--- src/rtl/stage1_get_delta_signal.sv ---
// Trapezoidal shaper stage 1: d(n) = x(n) - x(n-K) - x(n-L) + x(n-K-L).
// Optional gain/saturation stage built when STAGE1_GAIN_EN is defined.
module stage1_get_delta_signal #(
    parameter int DATA_W = 14,
    parameter int OUT_W  = 32,
    parameter int K      = 16,
    parameter int L      = 32,
    parameter int SHIFT  = 0
) (
    input  logic                     SYS_CLK,
    input  logic                     RESET_N,
    input  logic signed [DATA_W-1:0] DATAIN,
    input  logic                     DIN_VALID,
    output logic signed [OUT_W-1:0]  DATAOUT,
    output logic                     DOUT_VALID,
    output logic                     PRIMED
);

    localparam int N   = K + L;
    localparam int PW  = $clog2(N);
    localparam int FW  = $clog2(N + 1);
    localparam int NM1 = N - 1;

    localparam logic [PW:0]   N_P   = N[PW:0];
    localparam logic [PW:0]   K_P   = K[PW:0];
    localparam logic [PW:0]   L_P   = L[PW:0];
    localparam logic [PW-1:0] LAST  = NM1[PW-1:0];
    localparam logic [FW-1:0] K_F   = K[FW-1:0];
    localparam logic [FW-1:0] L_F   = L[FW-1:0];
    localparam logic [FW-1:0] N_F   = N[FW-1:0];

    // Configuration sanity: shape lengths and non-negative gain shift
    if (K < 1 || L <= K || N > 256 || SHIFT < 0 || OUT_W < DATA_W + 2) begin : g_bad_cfg
        $error("stage1_get_delta_signal: illegal parameter set");
    end

    logic signed [DATA_W-1:0] mem [N];
    logic [PW-1:0]            wr_ptr;
    logic [FW-1:0]            fill;

    logic [PW:0]              sum_k;
    logic [PW:0]              sum_l;
    logic [PW-1:0]            idx_k;
    logic [PW-1:0]            idx_l;
    logic signed [DATA_W-1:0] x_k;
    logic signed [DATA_W-1:0] x_l;
    logic signed [DATA_W-1:0] x_kl;
    logic signed [OUT_W-1:0]  d;
    logic signed [OUT_W-1:0]  q;

    // Tap addresses: the K-old sample sits L slots ahead of the write slot
    always_comb begin
        sum_k = {1'b0, wr_ptr} + L_P;
        sum_l = {1'b0, wr_ptr} + K_P;
        idx_k = (sum_k >= N_P) ? PW'(sum_k - N_P) : PW'(sum_k);
        idx_l = (sum_l >= N_P) ? PW'(sum_l - N_P) : PW'(sum_l);
    end

    // Taps read as zero until enough history exists since reset
    always_comb begin
        x_k  = (fill >= K_F) ? mem[idx_k]  : '0;
        x_l  = (fill >= L_F) ? mem[idx_l]  : '0;
        x_kl = (fill >= N_F) ? mem[wr_ptr] : '0;
    end

    // Exact difference in the output width
    always_comb begin
        d = OUT_W'(DATAIN) - OUT_W'(x_k) - OUT_W'(x_l) + OUT_W'(x_kl);
    end

`ifdef STAGE1_GAIN_EN
    localparam int GW = OUT_W + SHIFT;
    localparam logic signed [GW-1:0] G_MAX =
        GW'({1'b0, {(OUT_W-1){1'b1}}});
    localparam logic signed [GW-1:0] G_MIN = ~G_MAX;

    logic signed [GW-1:0] g;

    // Scale by 2^SHIFT and clamp into the output range
    always_comb begin
        g = GW'(d) <<< SHIFT;
        if (g > G_MAX) begin
            q = G_MAX[OUT_W-1:0];
        end else if (g < G_MIN) begin
            q = G_MIN[OUT_W-1:0];
        end else begin
            q = g[OUT_W-1:0];
        end
    end
`else
    // Gain disabled: pass the difference straight through
    always_comb begin
        q = d;
    end
`endif

    // Sample history; deliberately not reset, fill gating hides stale data
    always_ff @(posedge SYS_CLK) begin
        if (DIN_VALID) begin
            mem[wr_ptr] <= DATAIN;
        end
    end

    // Pointer, fill count and registered output; idle cycles emit zero
    always_ff @(posedge SYS_CLK or negedge RESET_N) begin
        if (!RESET_N) begin
            wr_ptr     <= '0;
            fill       <= '0;
            DATAOUT    <= '0;
            DOUT_VALID <= 1'b0;
        end else begin
            DOUT_VALID <= DIN_VALID;
            DATAOUT    <= DIN_VALID ? q : '0;
            if (DIN_VALID) begin
                wr_ptr <= (wr_ptr == LAST) ? '0 : wr_ptr + 1'b1;
                if (fill != N_F) begin
                    fill <= fill + 1'b1;
                end
            end
        end
    end

    assign PRIMED = (fill == N_F);

endmodule

--- config.mk ---
export PLATFORM = sky130hd
export DESIGN_NAME = stage1_get_delta_signal
export DESIGN_NICKNAME = d
export VERILOG_FILES = /design/src/rtl/stage1_get_delta_signal.sv
export SDC_FILE = /design/constraint.sdc
export NUM_CORES = 1
export LEC_CHECK = 0
export CORE_AREA = 5 5 281 283
export CTS_CLUSTER_SIZE = 10
export DETAILED_ROUTE_END_ITERATION = 8
export DIE_AREA = 0 0 286 288
export PLACE_DENSITY_LB_ADDON = 0.12
export REMOVE_ABC_BUFFERS = 1
export SETUP_SLACK_MARGIN = 0.2
export SLEW_MARGIN = 15
export SYNTH_ARGS = -nofsm -noshare
export SYNTH_HDL_FRONTEND = slang
export SYNTH_SLANG_ARGS = --single-unit
--- constraint.sdc ---
create_clock -name SYS_CLK -period 10.9 [get_ports SYS_CLK]
set_input_delay 1.635 -clock SYS_CLK [delete_from_list [all_inputs] [get_ports SYS_CLK]]
set_output_delay 1.635 -clock SYS_CLK [all_outputs]
set_load 0.02 [all_outputs]
# ---- Word level (Yosys, flattened, before mapping)
# Memory sizes are Yosys's and may differ from the RTL's.
# Index checks and enable logic that the tools add are counted.
dict set report totals {
  regBits 45
  latchBits 0
  mem_bits_rw 672
  rom_bits 0
  out_inout_bits 34
  elab_cells 32
  n_memories 1
}
# name words width read_ports rd_clocked_by_memory_dff write_ports line_no
set mem_list {}
lappend mem_list {mem 48 14 3 0 1 37} ;# logic signed [DATA_W-1:0] mem [N];
dict set report op_classes {
  add_sub_neg 9
  mul 0
  n_div 0
  order_cmp 5
  n_eq_ne 3
  shift 0
  muxes 9
  bitwise 0
  reduce_logical 1
}
# cell count
set op_table {}
lappend op_table {{$mux W14} 3}
lappend op_table {{$mux W32} 1}
lappend op_table {{$mux W6} 3}
lappend op_table {{$add A16 B14 Y17} 1}
lappend op_table {{$sub A15 B14 Y16} 1}
lappend op_table {{$sub A14 B14 Y15} 1}
lappend op_table {{$ge A7 B6 Y1 const B} 2}
lappend op_table {{$add A6 B1 Y6 const B} 2}
lappend op_table {{$eq A6 B6 Y1 const B} 2}
lappend op_table {{$ge A6 B6 Y1 const B} 2}
lappend op_table {{$sub A6 B6 Y6 const B} 2}
lappend op_table {{$add A6 B5 Y7 const B} 1}
lappend op_table {{$add A6 B6 Y7 const B} 1}
lappend op_table {{$ge A6 B5 Y1 const B} 1}
lappend op_table {{$ne A6 B6 Y1 const B} 1}
lappend op_table {{$mux W1} 2}
lappend op_table {{$reduce_and A2 Y1} 1}

# ---- Logic depth before layout (Yosys ltp)
# An unclocked memory read counts as a cell.
dict set report depth {
  ltp_word 9
  ltp_mapped 22
}

# ---- Worst setup path before layout
# No wires, ideal clock.
dict set report synth_timing {
  kind {register to register}
  from {register wr_ptr[4]}
  to {register DATAOUT[15]}
  arrival_time_ps 4782
  t_required_ps 10829
  setup_slack_ps 6047
  path_stages_with_launch 18
  period_less_slack_ps 4853
  cell_sequence {dfrtp_1 -> inv_1 -> clkbuf_1 -> ha_1 -> clkbuf_1 -> clkbuf_1 -> mux2i_1 -> o211a_1 -> fa_1 -> fa_1 -> inv_1 -> ha_1 -> a21o_1 -> a21o_1 -> a211oi_1 -> nor3b_1 -> or4_1 -> nand4_1}
}
dict set report synth_via {
  elab_chain_len 9
}
# element line_no
set synth_rtl {}
lappend synth_rtl {{start, declared} 38} ;# logic [PW-1:0] wr_ptr;
lappend synth_rtl {{start signal, assigned} 115} ;# wr_ptr <= (wr_ptr == LAST) ? '0 : wr_ptr + 1'b1;
lappend synth_rtl {{$add A6 B6 Y7} 53} ;# sum_k = {1'b0, wr_ptr} + L_P;
lappend synth_rtl {{$sub A6 B6 Y6 / $ge A7 B6 Y1 (equally long branches)} 55} ;# idx_k = (sum_k >= N_P) ? PW'(sum_k - N_P) : PW'(sum_k);
lappend synth_rtl {{$mux W6} 55}
lappend synth_rtl {{$mem_v2 Z48 W14 *} n/a}
lappend synth_rtl {{$mux W14} 61} ;# x_k = (fill >= K_F) ? mem[idx_k] : '0;
lappend synth_rtl {{$sub A14 B14 Y15} 68} ;# d = OUT_W'(DATAIN) - OUT_W'(x_k) - OUT_W'(x_l) + OUT_W'(x_kl);
lappend synth_rtl {{$sub A15 B14 Y16} 68}
lappend synth_rtl {{$add A16 B14 Y17 *} 68}
lappend synth_rtl {{$mux W32 *} 113} ;# DATAOUT <= DIN_VALID ? q : '0;
lappend synth_rtl {{end signal, assigned} 113}
lappend synth_rtl {{end, declared} 14} ;# output logic signed [OUT_W-1:0] DATAOUT,
# Every way passes the cells marked *; elsewhere a longest branch is shown, timed or not.
# A chain may end at the register's enable or synchronous reset.

# ---- Worst setup path in the final report
dict set report layout_timing {
  from {register wr_ptr[1]}
  to {register DATAOUT[10]}
}
# The elaborated chain is that of the path after synthesis.

==> impl_results.md <==
- H-tree Lvls: 3
- Cell accounting for the most synthesized area: edfxtp_1
- Reg clk slew, reported paths: ~0.05 ns
- GRT Util Overall: 0.2282
- Flops & latches, synth: 702
- # setup viols final: 0
- CP Data Arrival Time: 6.99 ns
- Total CTS buffers: 83
- Gpl congestion: about 0.86
- Gates resized, CTS repair: 0
- Fin. max-slew vios: 0
- Antenna violations before repair: 4
- Req. time, crit path: 11.44 ns
- Pwr Density: around 290 nW/um2
- Cell with the most instances after synthesis: edfxtp_1
- Core area: 76450 um2
- CP Launch Type: flip-flop
- Hold_ws: around 0.53 ns
- Ys Warns: 0
- RSZ-0062 raised after global routing: false
- Residual DRC: 0
- Worst R2R End: DATAOUT[10]
- Leakage: approximately 0.012 uW
- I/O pin cnt: 51
- Largest net degree at the start of global routing: 56
- Vias post-DR: about 18000
- Max_slew headroom: 0.2327
- Final Hold Vio Count: 0
- CTS tree: built
- Avg WL per Cell: 31.24 um
- Drt via density: 5.884
- Share of layout cells above drive strength 1: 0.1647
- Crit path max fanout: roughly 50
- DRT Wirelength: 94980 um
- Clock Skew: 0.02432 ns
- WHS Path Cells: 1
- F_max: 154.9 MHz
- Clk buf depth: 3
- Peak supply drop: between 0.2 and 0.25 mV
- Area Growth Syn to Fin: 13.39%
- Initial Utilization: 0.3938
- ANT cells: 0
- Worst Max-Slew Pin Slew: 1.147 ns
- Hold Path Origin: fill[3]
- Detail Route Antenna Nets: 0
- Minimum clock period: 6.456 ns
- Hold Path Class: flip-flop to flip-flop
- R2R setup slack: 4.44 ns
- Die Y: ~290 um
- Fraction of registers with async set/reset: 0.04274
- IO buf count: 50
- Filler instances: around 6600
- Layout Nets: 2079
- Synth Instances: 1909
- Worst R2R Path Depth: 20
- Total congestion overflow: 0
- Pre-antenna DRT Iters: 5
- Hold_buf cts: 0
- Global-route wire length before repair: 135200 um
- Critical Path Sink Type: flip-flop
- Kind of critical path: flip-flop to flip-flop
- Root buf cell: clkbuf_16
- Placed insts: 2911
- Cell Area, Synth: 30110 um2
- Post-synth cell types: 81
- Die area: around 80000 um2
- DRT iter0 DRCs: about 2200
- Fin cells: about 3000
- Sinks on Clock Net: about 700
- Post-synthesis sequential area ratio: 0.6952
- Fin crit share: 0.5923
- Hold path endpoint: fill[3]
- Die Width: 286 um
- Status: completed
- Postcts setup bufs: 0
- Post-route setup TNS: 0 ns
- Top_reg_cell synth: edfxtp_1
- Mean post-synth cell area: 15.77 um2
- Hpwl dp: about 57000 um
- Top-area cell type share of the netlist area: 0.6702
- Post-synth EDFFs: approximately 670
- Synth top cells by count: 672 x edfxtp_1, 112 x nand2_1, 105 x nor2_1, 80 x mux2i_1, 75 x a21oi_1
- Max Cap Viol: 0
- FF-to-FF Start: wr_ptr[1]
- Floorplan row count: 102
- Clk_lat worst skew: 0.64 ns
- Vias in the first global route: 17650
- Top cells by area, synth: edfxtp_1 67%, mux2i_1 2.7%, mux2_2 2.7%
## cells by family (layout without fill, tap and decap cells)
logic type / count (synthesis) / count (layout) / share of synthesized area
flip-flops: 702 / 702 / 0.6952
adder cells (fa/ha/maj): 54 / 54 / 0.02967
XOR/XNOR: 6 / 6 / 0.001745
AO/OA/AOI/OAI: 425 / 425 / 0.1031
AND/OR/NAND/NOR: 335 / 335 / 0.05182
multiplexers: 192 / 192 / 0.08320
buffers and inverters: 195 / 338 / 0.03528
## area by class of cell
| type | instances | area [um2] | share of cell area |
|---|---|---|---|
| Sequential cell | 702 | 20940 | 0.6134 |
| Clock buffer | 117 | 2256 | 0.06608 |
| Multi-Input combinational cell | 1012 | 8163 | 0.2391 |
| Tap cell | 988 | 1236 | 0.03621 |
| Inverter | 66 | 247.7 | 0.007256 |
| Timing Repair Buffer | 143 | 1129 | 0.03306 |
| Clock inverter | 12 | 166.4 | 0.004874 |
## power breakdown
group	leakage, uW	internal (uW)	switching (uW)	total [uW]
registers	0.00642	3110	99.4	3210
logic	0.00396	1590	2660	4250
clock network	0.00117	1460	1060	2520
total	0.0115	6160	3830	9990
## registers in the layout, indices dropped and copies added (netlist names)
signal,cells
fill,6
wr_ptr,6
mem,672
DATAOUT,17
DOUT_VALID,1
## worst max-delay path by stage
stage               startpoint          end  slack, ns  depth (start not counted)
floorplan            wr_ptr[2]  DATAOUT[11]       2.15                         17
global placement     wr_ptr[1]  DATAOUT[14]       4.48                         20
detailed placement   wr_ptr[1]  DATAOUT[10]       4.44                         20
CTS                  wr_ptr[1]  DATAOUT[10]       4.43                         20
global route         wr_ptr[1]  DATAOUT[14]       4.08                         20
finish               wr_ptr[1]  DATAOUT[10]       4.44                         20
## routing by layer
| layer | global-route usage | vias up | wire, um | part of all wire |
|---|---|---|---|---|
| li1 | - | 7691 | - | - |
| met1 | 0.3348 | 9301 | 42600 | 0.45 |
| met2 | 0.3531 | 754 | 42820 | 0.45 |
| met3 | 0.03816 | 140 | 6915 | 0.073 |
| met4 | 0.06654 | 0 | 2647 | 0.028 |
| met5 | 0 | - | 0 | 0 |
## layout by cell type (no fill, tap or decap), types with 31 or more instances in the layout
cell type and count:
inv_1 64, mux2_2 71, mux4_2 31, o21ai_0 55, a21oi_1 75, mux2i_1 80, nand2_1 112, buf_4 93
edfxtp_1 672, a22oi_1 57, a221oi_1 43, clkdlybuf4s50_1 36, clkbuf_16 84, nor2_1 102
## worst max-delay path: stages (launching register included)
cell and delay [ns]:
dfrtp_4 0.79, buf_4 0.69, and2_1 0.33, buf_4 0.44, a22o_1 0.20, a21oi_1 0.07, o2bb2ai_1 0.24, a22o_1 0.26
a211oi_1 0.31, fa_1 0.50, fa_1 0.49, inv_1 0.04, ha_1 0.19, inv_1 0.08, fa_1 0.19, nor2b_1 0.06
o21a_1 0.18, o21a_1 0.19, o31ai_1 0.67, a21oi_1 0.14, nor3b_1 0.23
## stage by stage
stage               total power, uW  worst slack (ns)  utilization  area (um2)
global placement               7476             4.484       0.4149       31720
detailed placement             7484             4.441       0.4149       31720
finish                         9988             4.444       0.4466       34140
CTS                           10030             4.426       0.4466       34140
global route                  10570             4.084       0.4466       34140
floorplan                      6094             2.148            -       29290
No activity file was read; power rests on OpenSTA's default activity.
